$ cat config.mk
export PLATFORM = sky130hd
export DESIGN_NAME = pb_rst_boot_seq
export DESIGN_NICKNAME = d
export VERILOG_FILES = /design/src/rtl/pb_rst_boot_seq.sv
export SDC_FILE = /design/constraint.sdc
export NUM_CORES = 1
export LEC_CHECK = 0
export BUFFER_PORTS_ARGS = -buffer_cell sky130_fd_sc_hd__buf_2
export CORE_MARGIN = 1
export CORE_UTILIZATION = 40
export DETAILED_ROUTE_END_ITERATION = 8
export PLACE_DENSITY = 0.62
export SYNTH_ARGS = -nofsm -noshare
export SYNTH_HDL_FRONTEND = slang
export SYNTH_SLANG_ARGS = --single-unit
$ cat constraint.sdc
create_clock -name clk_i -period 2.2 [get_ports clk_i]
set_clock_uncertainty 0.15 [all_clocks]
set_input_delay 0.33 -clock clk_i [delete_from_list [all_inputs] [get_ports clk_i]]
set_output_delay 0.33 -clock clk_i [all_outputs]
set_load 0.03 [all_outputs]
$ cat src/rtl/pb_rst_boot_seq.sv
// rtl/pb_rst_boot_seq.sv - reset and boot-strap sequencer; optional RTC watchdog under PB_RST_BOOT_SEQ_WDT_EN
module pb_rst_boot_seq #(
    parameter int HoldCycles        = 16,
    parameter int PeriphToSocCycles = 8,
    parameter int WdtTicks          = 1024
) (
    input  logic       clk_i,
    input  logic       rst_ni,
    input  logic [1:0] boot_mode_i,
    input  logic       test_mode_i,
    input  logic       rtc_i,
    input  logic       sw_rst_req_i,
    input  logic       wdt_kick_i,
    output logic       periph_rst_no,
    output logic       soc_rst_no,
    output logic [1:0] boot_mode_o,
    output logic       test_mode_o,
    output logic [1:0] state_o,
    output logic [1:0] rst_cause_o,
    output logic       wdt_expired_o
);

    typedef enum logic [1:0] {
        ST_HOLD   = 2'd0,
        ST_SAMPLE = 2'd1,
        ST_PERIPH = 2'd2,
        ST_RUN    = 2'd3
    } state_e;

    localparam int CntMax = (HoldCycles > PeriphToSocCycles) ? HoldCycles : PeriphToSocCycles;
    localparam int CntW   = (CntMax < 2) ? 1 : $clog2(CntMax + 1);
    localparam logic [CntW-1:0] HoldLast   = CntW'(HoldCycles - 1);
    localparam logic [CntW-1:0] PeriphLast = CntW'(PeriphToSocCycles - 1);

    state_e          state_q, state_d;
    logic [CntW-1:0] cnt_q, cnt_d;
    logic            periph_q, periph_d;
    logic            soc_q, soc_d;
    logic [1:0]      boot_q, boot_d;
    logic            test_q, test_d;
    logic [1:0]      cause_q, cause_d;
    logic            wdt_exp_q, wdt_exp_d;
    logic            wdt_hit;

`ifdef PB_RST_BOOT_SEQ_WDT_EN
    localparam int WdtW = $clog2(WdtTicks + 1);

    logic            rtc_s1_q, rtc_s2_q, rtc_prev_q;
    logic            rtc_tick;
    logic [WdtW-1:0] wdt_cnt_q, wdt_cnt_d;

    always_ff @(posedge clk_i) begin
        if (!rst_ni) begin
            rtc_s1_q   <= 1'b0;
            rtc_s2_q   <= 1'b0;
            rtc_prev_q <= 1'b0;
            wdt_cnt_q  <= '0;
        end else begin
            rtc_s1_q   <= rtc_i;
            rtc_s2_q   <= rtc_s1_q;
            rtc_prev_q <= rtc_s2_q;
            wdt_cnt_q  <= wdt_cnt_d;
        end
    end

    assign rtc_tick = rtc_s2_q & ~rtc_prev_q;
    assign wdt_hit  = (state_q == ST_RUN) && (wdt_cnt_q == WdtW'(WdtTicks));

    // Counting only in RUN; a kick beats a coincident tick.
    always_comb begin
        wdt_cnt_d = wdt_cnt_q;
        if ((state_q != ST_RUN) || wdt_hit || wdt_kick_i) begin
            wdt_cnt_d = '0;
        end else if (rtc_tick) begin
            wdt_cnt_d = wdt_cnt_q + 1'b1;
        end
    end
`else
    logic unused_wdt_inputs;
    assign unused_wdt_inputs = rtc_i ^ wdt_kick_i;
    assign wdt_hit           = 1'b0;
`endif

    always_comb begin
        state_d   = state_q;
        cnt_d     = cnt_q;
        periph_d  = periph_q;
        soc_d     = soc_q;
        boot_d    = boot_q;
        test_d    = test_q;
        cause_d   = cause_q;
        wdt_exp_d = 1'b0;
        case (state_q)
            ST_HOLD: begin
                periph_d = 1'b0;
                soc_d    = 1'b0;
                if (cnt_q == HoldLast) begin
                    state_d = ST_SAMPLE;
                    cnt_d   = '0;
                end else begin
                    cnt_d = cnt_q + 1'b1;
                end
            end
            ST_SAMPLE: begin
                boot_d   = boot_mode_i;
                test_d   = test_mode_i;
                periph_d = 1'b1;
                cnt_d    = '0;
                state_d  = ST_PERIPH;
            end
            ST_PERIPH: begin
                if (cnt_q == PeriphLast) begin
                    state_d = ST_RUN;
                    soc_d   = 1'b1;
                    cnt_d   = '0;
                end else begin
                    cnt_d = cnt_q + 1'b1;
                end
            end
            default: begin
                // Watchdog expiry outranks a simultaneous software request.
                if (wdt_hit || sw_rst_req_i) begin
                    state_d   = ST_HOLD;
                    periph_d  = 1'b0;
                    soc_d     = 1'b0;
                    cnt_d     = '0;
                    cause_d   = wdt_hit ? 2'd2 : 2'd1;
                    wdt_exp_d = wdt_hit;
                end
            end
        endcase
    end

    always_ff @(posedge clk_i) begin
        if (!rst_ni) begin
            state_q   <= ST_HOLD;
            cnt_q     <= '0;
            periph_q  <= 1'b0;
            soc_q     <= 1'b0;
            boot_q    <= 2'b00;
            test_q    <= 1'b0;
            cause_q   <= 2'd0;
            wdt_exp_q <= 1'b0;
        end else begin
            state_q   <= state_d;
            cnt_q     <= cnt_d;
            periph_q  <= periph_d;
            soc_q     <= soc_d;
            boot_q    <= boot_d;
            test_q    <= test_d;
            cause_q   <= cause_d;
            wdt_exp_q <= wdt_exp_d;
        end
    end

    assign periph_rst_no = periph_q;
    assign soc_rst_no    = soc_q;
    assign boot_mode_o   = boot_q;
    assign test_mode_o   = test_q;
    assign state_o       = state_q;
    assign rst_cause_o   = cause_q;
    assign wdt_expired_o = wdt_exp_q;

endmodule

==> results.py, run 1 <==
metrics = {
    "run_status": {
        "status": "complete, no violations",
    },
    "yosys": {
        "yosysMostFrequentCell": "dfxtp_1",
        "yosysSeqAreaShare_pct": 35.43,
        "netlist_instances": 79,
        "ys_ff_latch": 13,
        "ys_warn_count": 0,
        "synth_common_cells": "13 x dfxtp_1, 7 x ha_1, 7 x nand2_1, 7 x nor2b_1",
        "netlist_area_sq_um": 734.5,
        "synth-edff-count": 0,
        "synthArstFlopShare_pct": 0,
        "synth_top_cell_area_share_pct": 35.43,
        "yosys-top-cells-area": "dfxtp_1 35%, ha_1 12%, mux2i_1 6.8%",
        "yosys.area.top_type": "dfxtp_1",
        "synth-main-ff-cell": "dfxtp_1",
        "syn_area_per_cell_sq_um": 9.297,
        "ys_types": 30,
    },
    "clock_network": {
        "insertion_delay_ps": 280,
        "clk_path_buf_depth": 2,
        "clock_sinks": 13,
        "cts_resized": 0,
        "postCtsSetupBuffers": 0,
        "clk_pin_slew_ps": 80,
        "cts_tree": "yes",
        "root_buffer": "clkbuf_4",
        "cts_inserted_buffers": 3,
        "ctsHoldBuffers": 0,
        "h-tree-depth": 1,
    },
    "floorplanning": {
        "initial_utilization_pct": 42.54,
        "dieHeight_um": 44.85,
        "row_count": 15,
        "io_pins": 18,
        "die_area_sq_mm": 0.002012,
        "die_x_um": 44.85,
        "design.core.area_sq_mm": 0.001727,
    },
    "place": {
        "routabilityCongestion": 0.6951,
        "dp_cells": 114,
        "port_buffers": 13,
        "hpwl_um": 888.9,
    },
    "timing": {
        "hold_viol": 0,
        "tns_ps": 0,
        "drv_slew": 0,
        "rsz0062_at_grt": "no",
        "fin_crit_sh_pct": 87.21,
        "period_minus_slack_ps": 1919,
        "fmax_mhz": 521.2,
        "setup_viol": 0,
    },
    "detailed_routing": {
        "drtPass1Iterations": 4,
        "routed_wl_mm": 1.232,
        "vias": 547,
        "drc": 0,
        "viasPerCell": 4.636,
        "ant_nets": 0,
        "dr.first_iter.drc_count": 7,
        "post_drt_wl_per_cell_um": 10.44,
    },
    "worst_setup_path": {
        "arrival_ps": 1970,
        "startpoint": "state_o[1]$_SDFFE_PN0P_",
        "path_class": "reg -> reg",
        "reg2reg_from": "state_o[1]$_SDFFE_PN0P_",
        "critPathLaunchType": "flop",
        "critPathMaxFanout": 7,
        "end_kind": "flop",
        "cp.required_ps": 2250,
    },
    "global_route": {
        "grt-ovfl-total": 0,
        "antenna_found_initial": 0,
        "grt_pass1_vias": 480,
        "grt_max_degree": 16,
        "grt_pass1_wl_mm": 2.125,
        "grt_use_total_pct": 15.23,
    },
    "cells_and_area": {
        "final_cell_count_no_fill": 118,
        "regArea_sq_um": 260.3,
        "fillers": 192,
        "multi_input_area_sq_um": 421.7,
        "layout-drive-gt1-share_pct": 22.58,
        "final_core_util_pct": 48.19,
        "fin_nets": 109,
        "area_delta_synth_final_pct": 13.29,
        "antenna_cells": 0,
    },
    "pwr": {
        "combinationalPowerShare_pct": 7.4,
        "switchingPower_w": 0.0001047,
        "cellPowerDensity_mw_per_mm2": 511.5,
        "vdd.ir_drop.worst_mv": 0.4038,
        "intPower_w": 0.0003209,
        "clkPwrFrac_pct": 35.0,
        "p_sw_share_pct": 24.61,
        "leakage_nw": 0.3551,
        "pwr-share-seq_pct": 57.6,
    },
    "flow_run": {
        "max_cap_violations": 0,
    },
    "worst_hold_path": {
        "min_from": "boot_mode_i[0]",
        "worstHoldPathType": "in -> reg",
    },
}
==> path summary, 6_finish.rpt <==
| check | slack, ps | to | depth (start not counted) |
|---|---|---|---|
| max | 280 | state_o[1]$_SDFFE_PN0P_ | 5 |
| min | 170 | boot_mode_o[0]$_SDFFE_PN0P_ | 3 |
| max reg2reg | 280 | state_o[1]$_SDFFE_PN0P_ | 5 |
| min reg2reg | 330 | soc_rst_no$_SDFFE_PN0P_ | 2 |
==> layout make-up <==
type / instances / area share (%)
multi-input combinational: 57 / 50.68
sequential: 13 / 31.28
timing repair buffer: 14 / 8.722
tap: 25 / 3.759
clock buffer: 3 / 2.707
inverter: 5 / 2.256
clock inverter: 1 / 0.6015
==> cell families (layout without fill, tap and decap cells) <==
kind of cell               count (synthesis)  after routing  share of synthesized area [%]
AOI/OAI and AO/OA                         14             14                          12.27
xor gates and xnor gates                   1              1                          1.193
adders and majority gates                  7              7                          11.92
buffers and inverters                     10             23                          7.666
DFF                                       13             13                          35.43
muxes                                      5              5                          6.815
other                                      1              2                         0.5106
and+or+nand+nor                           28             28                          24.19
==> worst max-delay path, cell delays in order, from the launching register on <==
cell and delay (ps):
dfxtp_1 420, inv_1 100, ha_1 300, nor4_4 470
nand2b_1 210, mux2i_1 200
==> placed cells by master (no fill, tap or decap), types with 3 or more instances in the layout <==
cell,Yosys,routed
and2_1,3,3
buf_2,0,13
clkbuf_4,0,3
dfxtp_1,13,13
ha_1,7,7
inv_1,5,5
mux2i_1,5,5
nand2_1,7,7
nand2b_1,3,3
nor2b_1,7,7
o21ai_0,3,3
==> routing by layer <==
| layer | part of all wire (%) | track usage, % | vias up |
|---|---|---|---|
| met5 | 0 | 0 | - |
| met4 | 0.97 | 5.455 | 0 |
| met3 | 5.7 | 7.200 | 2 |
| met2 | 48 | 24.41 | 14 |
| met1 | 46 | 17.78 | 240 |
| li1 | - | - | 291 |
==> through the flow <==
stage	hold WS, ps	worst slack [ps]	cell area [sq um]	power (W)
floorplan	310.5	253.0	738.2	0.0002745
CTS	155.6	239.3	832.0	0.0004333
global placement	297.3	323.5	804.5	0.0002817
global route	154.3	53.08	832.0	0.0004518
detailed placement	312.2	318.4	804.5	0.0002824
finish	165.7	281.3	832.0	0.0004256
==> power by group through the flow <==
stage                      logic, W  registers [W]  clock network (W)
after global placement    0.0000312       0.000251                  0
after CTS                 0.0000317       0.000245           0.000156
after floorplan           0.0000236       0.000251                  0
after detailed placement  0.0000315       0.000251                  0
final                     0.0000317       0.000245           0.000149
after global routing      0.0000359       0.000246           0.000170
==> sequential cells by signal (all words and copies together) (netlist names) <==
signal,count
state_o,2
test_mode_o,1
periph_rst_no,1
boot_mode_o,2
cnt_q,5
soc_rst_no,1
rst_cause_o,1
(Power assumes the default switching activity.)
==> run 2: changes to the inputs <==
clock period = 2.1 ns   (was 2.2 ns; I/O delays follow)
==> run 2 against run 1 <==
- utilization unchanged
- register-to-register slack lost 70 ps
- routed wire length is 2.5% lower
- worst hold slack got worse by 22 ps
- sequential power grew 5%
- flip-flop and latch count did not move
- largest power group unchanged
==> results.py, run 2 (synthesis results as in run 1) <==
metrics = {
    "pwr": {
        "p_sw_share_pct": 24.36,
        "vdd.ir_drop.worst_mv": 0.4303,
        "combinationalPowerShare_pct": 7.4,
        "switchingPower_w": 0.0001083,
        "clkPwrFrac_pct": 34.8,
        "intPower_w": 0.0003361,
        "pwr-share-seq_pct": 57.8,
        "leakage_nw": 0.3551,
        "cellPowerDensity_mw_per_mm2": 534.1,
    },
    "timing": {
        "setup_viol": 0,
        "hold_viol": 0,
        "rsz0062_at_grt": "no",
        "setup_ws_ps": 209.1,
        "hold_slack_ps": 143.3,
        "tns_ps": 0,
        "drv_slew": 0,
        "fin_crit_sh_pct": 90.04,
        "period_minus_slack_ps": 1891,
        "fmax_mhz": 528.9,
    },
    "cells_and_area": {
        "regMostFlops": "cnt_q",
        "fillers": 191,
        "layout-drive-gt1-share_pct": 22.58,
        "area_delta_synth_final_pct": 13.29,
        "final_cell_mix": "13 x dfxtp_1, 13 x buf_2, 7 x nor2b_1, 7 x nand2_1, 7 x ha_1",
        "largest_reg_flops": 5,
        "fin_nets": 109,
        "final_cell_count_no_fill": 118,
        "antenna_cells": 0,
    },
    "detailed_routing": {
        "drtPass1Iterations": 4,
        "vias": 552,
        "viasPerCell": 4.678,
        "ant_nets": 0,
        "drc": 0,
        "dr.first_iter.drc_count": 13,
        "routed_wl_mm": 1.201,
        "post_drt_wl_per_cell_um": 10.18,
    },
    "clock_network": {
        "root_buffer": "clkbuf_4",
        "clock_sinks": 13,
        "insertion_delay_ps": 280,
        "ctsHoldBuffers": 0,
        "cts_inserted_buffers": 3,
        "cts_tree": "yes",
        "cts_resized": 0,
        "clk_path_buf_depth": 2,
        "h-tree-depth": 1,
        "postCtsSetupBuffers": 0,
        "clk_pin_slew_ps": 80,
    },
    "worst_setup_path": {
        "critPathMaxFanout": 7,
        "r2r_slack_ps": 210,
        "critPathLaunchType": "flop",
        "worstPathCellList": "inv_1 -> ha_1 -> nor4_4 -> nand2b_1 -> mux2i_1",
        "arrival_ps": 1950,
        "cp.buffers_inverters": 1,
        "slowest_delay_ps": 460,
        "crit_slowest_cell": "nor4_4",
        "path_class": "reg -> reg",
        "critPathTopFamily": "simple AND/OR/NAND/NOR gates",
        "end_kind": "flop",
        "cp.required_ps": 2160,
    },
    "floorplanning": {
        "die_x_um": 44.85,
        "row_count": 15,
        "die_area_sq_mm": 0.002012,
        "initial_utilization_pct": 42.54,
        "design.core.area_sq_mm": 0.001727,
        "io_pins": 18,
        "dieHeight_um": 44.85,
    },
    "place": {
        "pre_cts_slack_ps": 214.7,
        "dp_cells": 114,
        "hpwl_um": 882.9,
        "port_buffers": 13,
        "routabilityCongestion": 0.6952,
    },
    "worst_hold_path": {
        "worstHoldPathType": "in -> reg",
    },
    "global_route": {
        "grt_pass1_wl_mm": 2.001,
        "grt-ovfl-total": 0,
        "antenna_found_initial": 0,
        "grt_pass1_vias": 483,
        "grt_max_degree": 16,
        "grt_use_total_pct": 14.07,
    },
    "flow_run": {
        "max_cap_violations": 0,
    },
    "run_status": {
        "status": "complete, no violations",
    },
}
-- run 2: cell counts in the layout (fill, tap and decap cells not counted) --
No cell type changed its count.
-- run 2: per-layer routing --
metal | vias up | wire length (um) | track usage [%]
li1 | 289 | - | -
met1 | 250 | 593 | 16.58
met2 | 11 | 543 | 22.65
met3 | 2 | 51 | 6.000
met4 | 0 | 12 | 5.455
met5 | - | 0 | 0
-- run 2: tightest hold or removal path: cells and delay by family --
| kind | cells | cell delay [ps] |
|---|---|---|
| buf+inv | 1 | 70 |
| mux | 1 | 50 |
| simple gates | 1 | 90 |
-- run 2: power groups by stage --
stage	Clock (W)	Sequential (W)	Combinational (W)
4_1_cts	0.000164	0.000257	0.0000333
2_1_floorplan	0	0.000263	0.0000247
6_report	0.000155	0.000257	0.0000329
3_3_place_gp	0	0.000262	0.0000327
3_5_place_dp	0	0.000263	0.0000331
5_1_grt	0.000175	0.000258	0.0000375
-- run 2: per-stage QoR --
stage	total power (W)	utilization, %	area (sq um)
6_report	0.0004444	48.19	832.0
5_1_grt	0.0004707	48.19	832.0
4_1_cts	0.0004543	48.19	832.0
3_5_place_dp	0.0002959	46.59	804.5
3_3_place_gp	0.0002952	46.59	804.5
2_1_floorplan	0.0002876	-	738.2
-- run 2: area by class of cell --
class	count	area (sq um)	area share (%)
clock inverter	1	5.005	0.6015
multi-input combinational	57	421.7	50.68
inverter	5	18.77	2.256
sequential	13	260.3	31.28
clock buffer	3	22.52	2.707
timing repair buffer	14	72.57	8.722
tap	25	31.28	3.759
-- run 2: worst paths after layout --
| path | start | endpoint | depth (start not counted) |
|---|---|---|---|
| hold reg to reg | cnt_q[1]$_SDFFE_PN0P_ | cnt_q[1]$_SDFFE_PN0P_ | 2 |
| hold / removal | boot_mode_i[0] | boot_mode_o[0]$_SDFFE_PN0P_ | 3 |
| setup / recovery | state_o[1]$_SDFFE_PN0P_ | state_o[1]$_SDFFE_PN0P_ | 5 |
| setup reg to reg | state_o[1]$_SDFFE_PN0P_ | state_o[1]$_SDFFE_PN0P_ | 5 |
==> run 3: changes to the inputs <==
ABC_AREA = 1   (was default)
PLACE_DENSITY = 0.61   (was 0.62)
==> run 3 against run 2 <==
- critical path depth is 6 higher
- final area is 4.4% higher
- sequential power is 37% higher
- flip-flop and latch count stayed put
- critical endpoint is now cnt_q[1]$_SDFFE_PN0P_
- highest routed layer unchanged
==> results.py, run 3 <==
metrics = {
    "timing": {
        "period_minus_slack_ps": 1713,
        "setup_viol": 0,
        "fin_crit_sh_pct": 81.57,
        "hold_viol": 0,
        "drv_slew": 0,
        "hold_slack_ps": 106.1,
        "tns_ps": 0,
        "rsz0062_at_grt": "no",
        "fmax_mhz": 583.8,
        "setup_ws_ps": 387.1,
    },
    "worst_setup_path": {
        "worstPathCellList": "ha_1 -> nand2_2 -> nor2_1 -> ha_1 -> nor2_2 -> inv_1 -> nand2_1 -> nand2_1 -> nand2_1 -> nand2_1 -> inv_1",
        "critPathLaunchType": "flop",
        "r2r-end": "cnt_q[1]$_SDFFE_PN0P_",
        "path_class": "reg -> reg",
        "crit_cells": 11,
        "critPathTopFamily": "simple AND/OR/NAND/NOR gates",
        "cp_common_cell": "nand2_1",
        "r2r_slack_ps": 390,
        "reg2reg_from": "cnt_q[0]$_SDFFE_PN0P_",
        "crit_end": "cnt_q[1]$_SDFFE_PN0P_",
        "critPathMaxFanout": 4,
        "end_kind": "flop",
        "startpoint": "cnt_q[0]$_SDFFE_PN0P_",
        "slowest_delay_ps": 390,
        "arrival_ps": 1740,
        "r2r_cells": 11,
        "crit_slowest_cell": "dfxtp_1",
        "cp.required_ps": 2130,
        "cp.buffers_inverters": 2,
    },
    "detailed_routing": {
        "vias": 636,
        "routed_wl_mm": 1.360,
        "viasPerCell": 4.386,
        "post_drt_wl_per_cell_um": 9.379,
        "ant_nets": 0,
        "dr.first_iter.drc_count": 10,
        "drc": 0,
        "drtPass1Iterations": 4,
    },
    "yosys": {
        "yosysSeqAreaShare_pct": 34.04,
        "syn_area_per_cell_sq_um": 7.281,
        "synth-compound-area-share_pct": 10.80,
        "netlist_area_sq_um": 764.5,
        "ys_warn_count": 0,
        "ys_ff_latch": 13,
        "synthMuxAreaShare_pct": 0,
        "synth_top_cell_area_share_pct": 34.04,
        "synthSimpleGateAreaFrac_pct": 31.42,
        "synthXorXnorAreaFrac_pct": 0,
        "synth_common_cells": "18 x nor2_1, 16 x nand2_1, 15 x inv_1",
        "synth-edff-count": 0,
        "synthAdderAreaFrac_pct": 11.46,
        "netlist_instances": 105,
        "yosysMostFrequentCell": "nor2_1",
        "ys_types": 21,
        "synth_top_family_by_area": "simple AND/OR/NAND/NOR gates",
        "yosys-top-cells-area": "dfxtp_1 34%, ha_1 11%, nor2_1 8.8%",
        "yosys.area.top_type": "dfxtp_1",
        "synthArstFlopShare_pct": 0,
        "synth-main-ff-cell": "dfxtp_1",
    },
    "clock_network": {
        "cts_resized": 0,
        "cts_tree": "yes",
        "root_buffer": "clkbuf_4",
        "clk_path_buf_depth": 2,
        "clk_pin_slew_ps": 70,
        "insertion_delay_ps": 280,
        "cts_inserted_buffers": 3,
        "ctsHoldBuffers": 0,
        "clock_sinks": 13,
        "h-tree-depth": 1,
        "postCtsSetupBuffers": 0,
    },
    "global_route": {
        "grt_use_total_pct": 15.72,
        "grt-ovfl-total": 0,
        "grt_pass1_wl_mm": 2.297,
        "grt_max_degree": 11,
        "grt_pass1_vias": 536,
        "antenna_found_initial": 0,
    },
    "place": {
        "hpwl_mm": 1.043,
        "port_buffers": 13,
        "routabilityCongestion": 0.7674,
        "pre_cts_slack_ps": 398.3,
    },
    "cells_and_area": {
        "layout-drive-gt1-share_pct": 26.67,
        "regMostFlops": "cnt_q",
        "final_cell_mix": "18 x nor2_1, 16 x nand2_1, 15 x inv_1",
        "largest_reg_flops": 5,
        "final_common_cell": "nor2_1",
        "antenna_cells": 0,
        "fin_nets": 136,
        "area_delta_synth_final_pct": 13.58,
    },
    "pwr": {
        "vdd.ir_drop.worst_mv": 0.6923,
        "cellPowerDensity_mw_per_mm2": 1123,
        "leakage_nw": 0.4410,
    },
    "worst_hold_path": {
        "worstHoldPathType": "in -> reg",
    },
    "floorplanning": {
        "row_count": 15,
        "dieHeight_um": 45.72,
        "design.core.area_sq_mm": 0.001764,
        "die_area_sq_mm": 0.002090,
        "initial_utilization_pct": 43.33,
        "io_pins": 18,
        "die_x_um": 45.72,
    },
    "flow_run": {
        "max_cap_violations": 0,
    },
    "run_status": {
        "status": "complete, no violations",
    },
}
-- run 3: cell count changes after synthesis, sizes merged, moves of 5 or more --
cell | before | now
o21ai | 4 | 9
nand2 | 7 | 21
nor2b | 7 | 0
mux2i | 5 | 0
nor2 | 2 | 24
inv | 5 | 17
-- run 3: layout make-up --
class / instances / area, sq um
Fill cell: 196 / 895.9
Multi-Input combinational cell: 72 / 417.9
Sequential cell: 13 / 260.3
Inverter: 18 / 67.56
Timing Repair Buffer: 13 / 65.06
Tap cell: 25 / 31.28
Clock buffer: 4 / 26.28
-- run 3: worst min path at each step --
stage / from / end / slack [ps] / depth (start not counted)
6_report: boot_mode_i[1] / boot_mode_o[1]$_SDFFE_PN0P_ / 110 / 3
3_5_place_dp: periph_rst_no$_SDFFE_PN0P_ / periph_rst_no$_SDFFE_PN0P_ / 290 / 2
5_1_grt: boot_mode_i[1] / boot_mode_o[1]$_SDFFE_PN0P_ / 100 / 3
3_3_place_gp: periph_rst_no$_SDFFE_PN0P_ / periph_rst_no$_SDFFE_PN0P_ / 280 / 2
4_1_cts: boot_mode_i[1] / boot_mode_o[1]$_SDFFE_PN0P_ / 100 / 3
2_1_floorplan: boot_mode_i[0] / boot_mode_o[0]$_SDFFE_PN0P_ / 300 / 2
-- run 3: routing by layer --
layer	vias up	wire length (um)	global-route usage (%)	part of all wire (%)
met2	14	615	21.71	45
met5	-	0	0	0
met1	274	674	21.50	50
met3	4	45	3.571	3.3
li1	344	-	-	-
met4	0	23	10.59	1.7
-- run 3: per-stage QoR --
| step | cell area, sq um | util (%) | power (W) | std cells |
|---|---|---|---|---|
| finish | 868.3 | 49.22 | 0.0009750 | 145 |
| global route | 868.3 | 49.22 | 0.001059 | 145 |
| floorplan | 768.2 | - | 0.0007267 | 106 |
| detailed placement | 842.1 | 47.73 | 0.0008237 | 141 |
| CTS | 868.3 | 49.22 | 0.0009892 | 145 |
| global placement | 842.1 | 47.73 | 0.0008176 | 141 |
-- run 3: cells by family (layout without fill, tap and decap cells) --
group,after synthesis,count (layout)
AOI/OAI and AO/OA,15,15
adders and majority gates,7,7
buffers and inverters,21,35
DFF,13,13
other,1,2
and+or+nand+nor,48,48
-- run 3: power breakdown --
group / total [W] / internal [W] / leakage (nW) / switching [W]
combinational: 0.000467 / 0.000150 / 0.320 / 0.000317
sequential: 0.000353 / 0.000309 / 0.106 / 0.0000443
clock: 0.000155 / 0.0000737 / 0.0150 / 0.0000812
total: 0.000975 / 0.000533 / 0.441 / 0.000442
-- run 3: worst min-delay path: cells and delay by family --
family | cells | cell delay (ps)
buffers and inverters | 1 | 70
AND/OR/NAND/NOR | 2 | 110
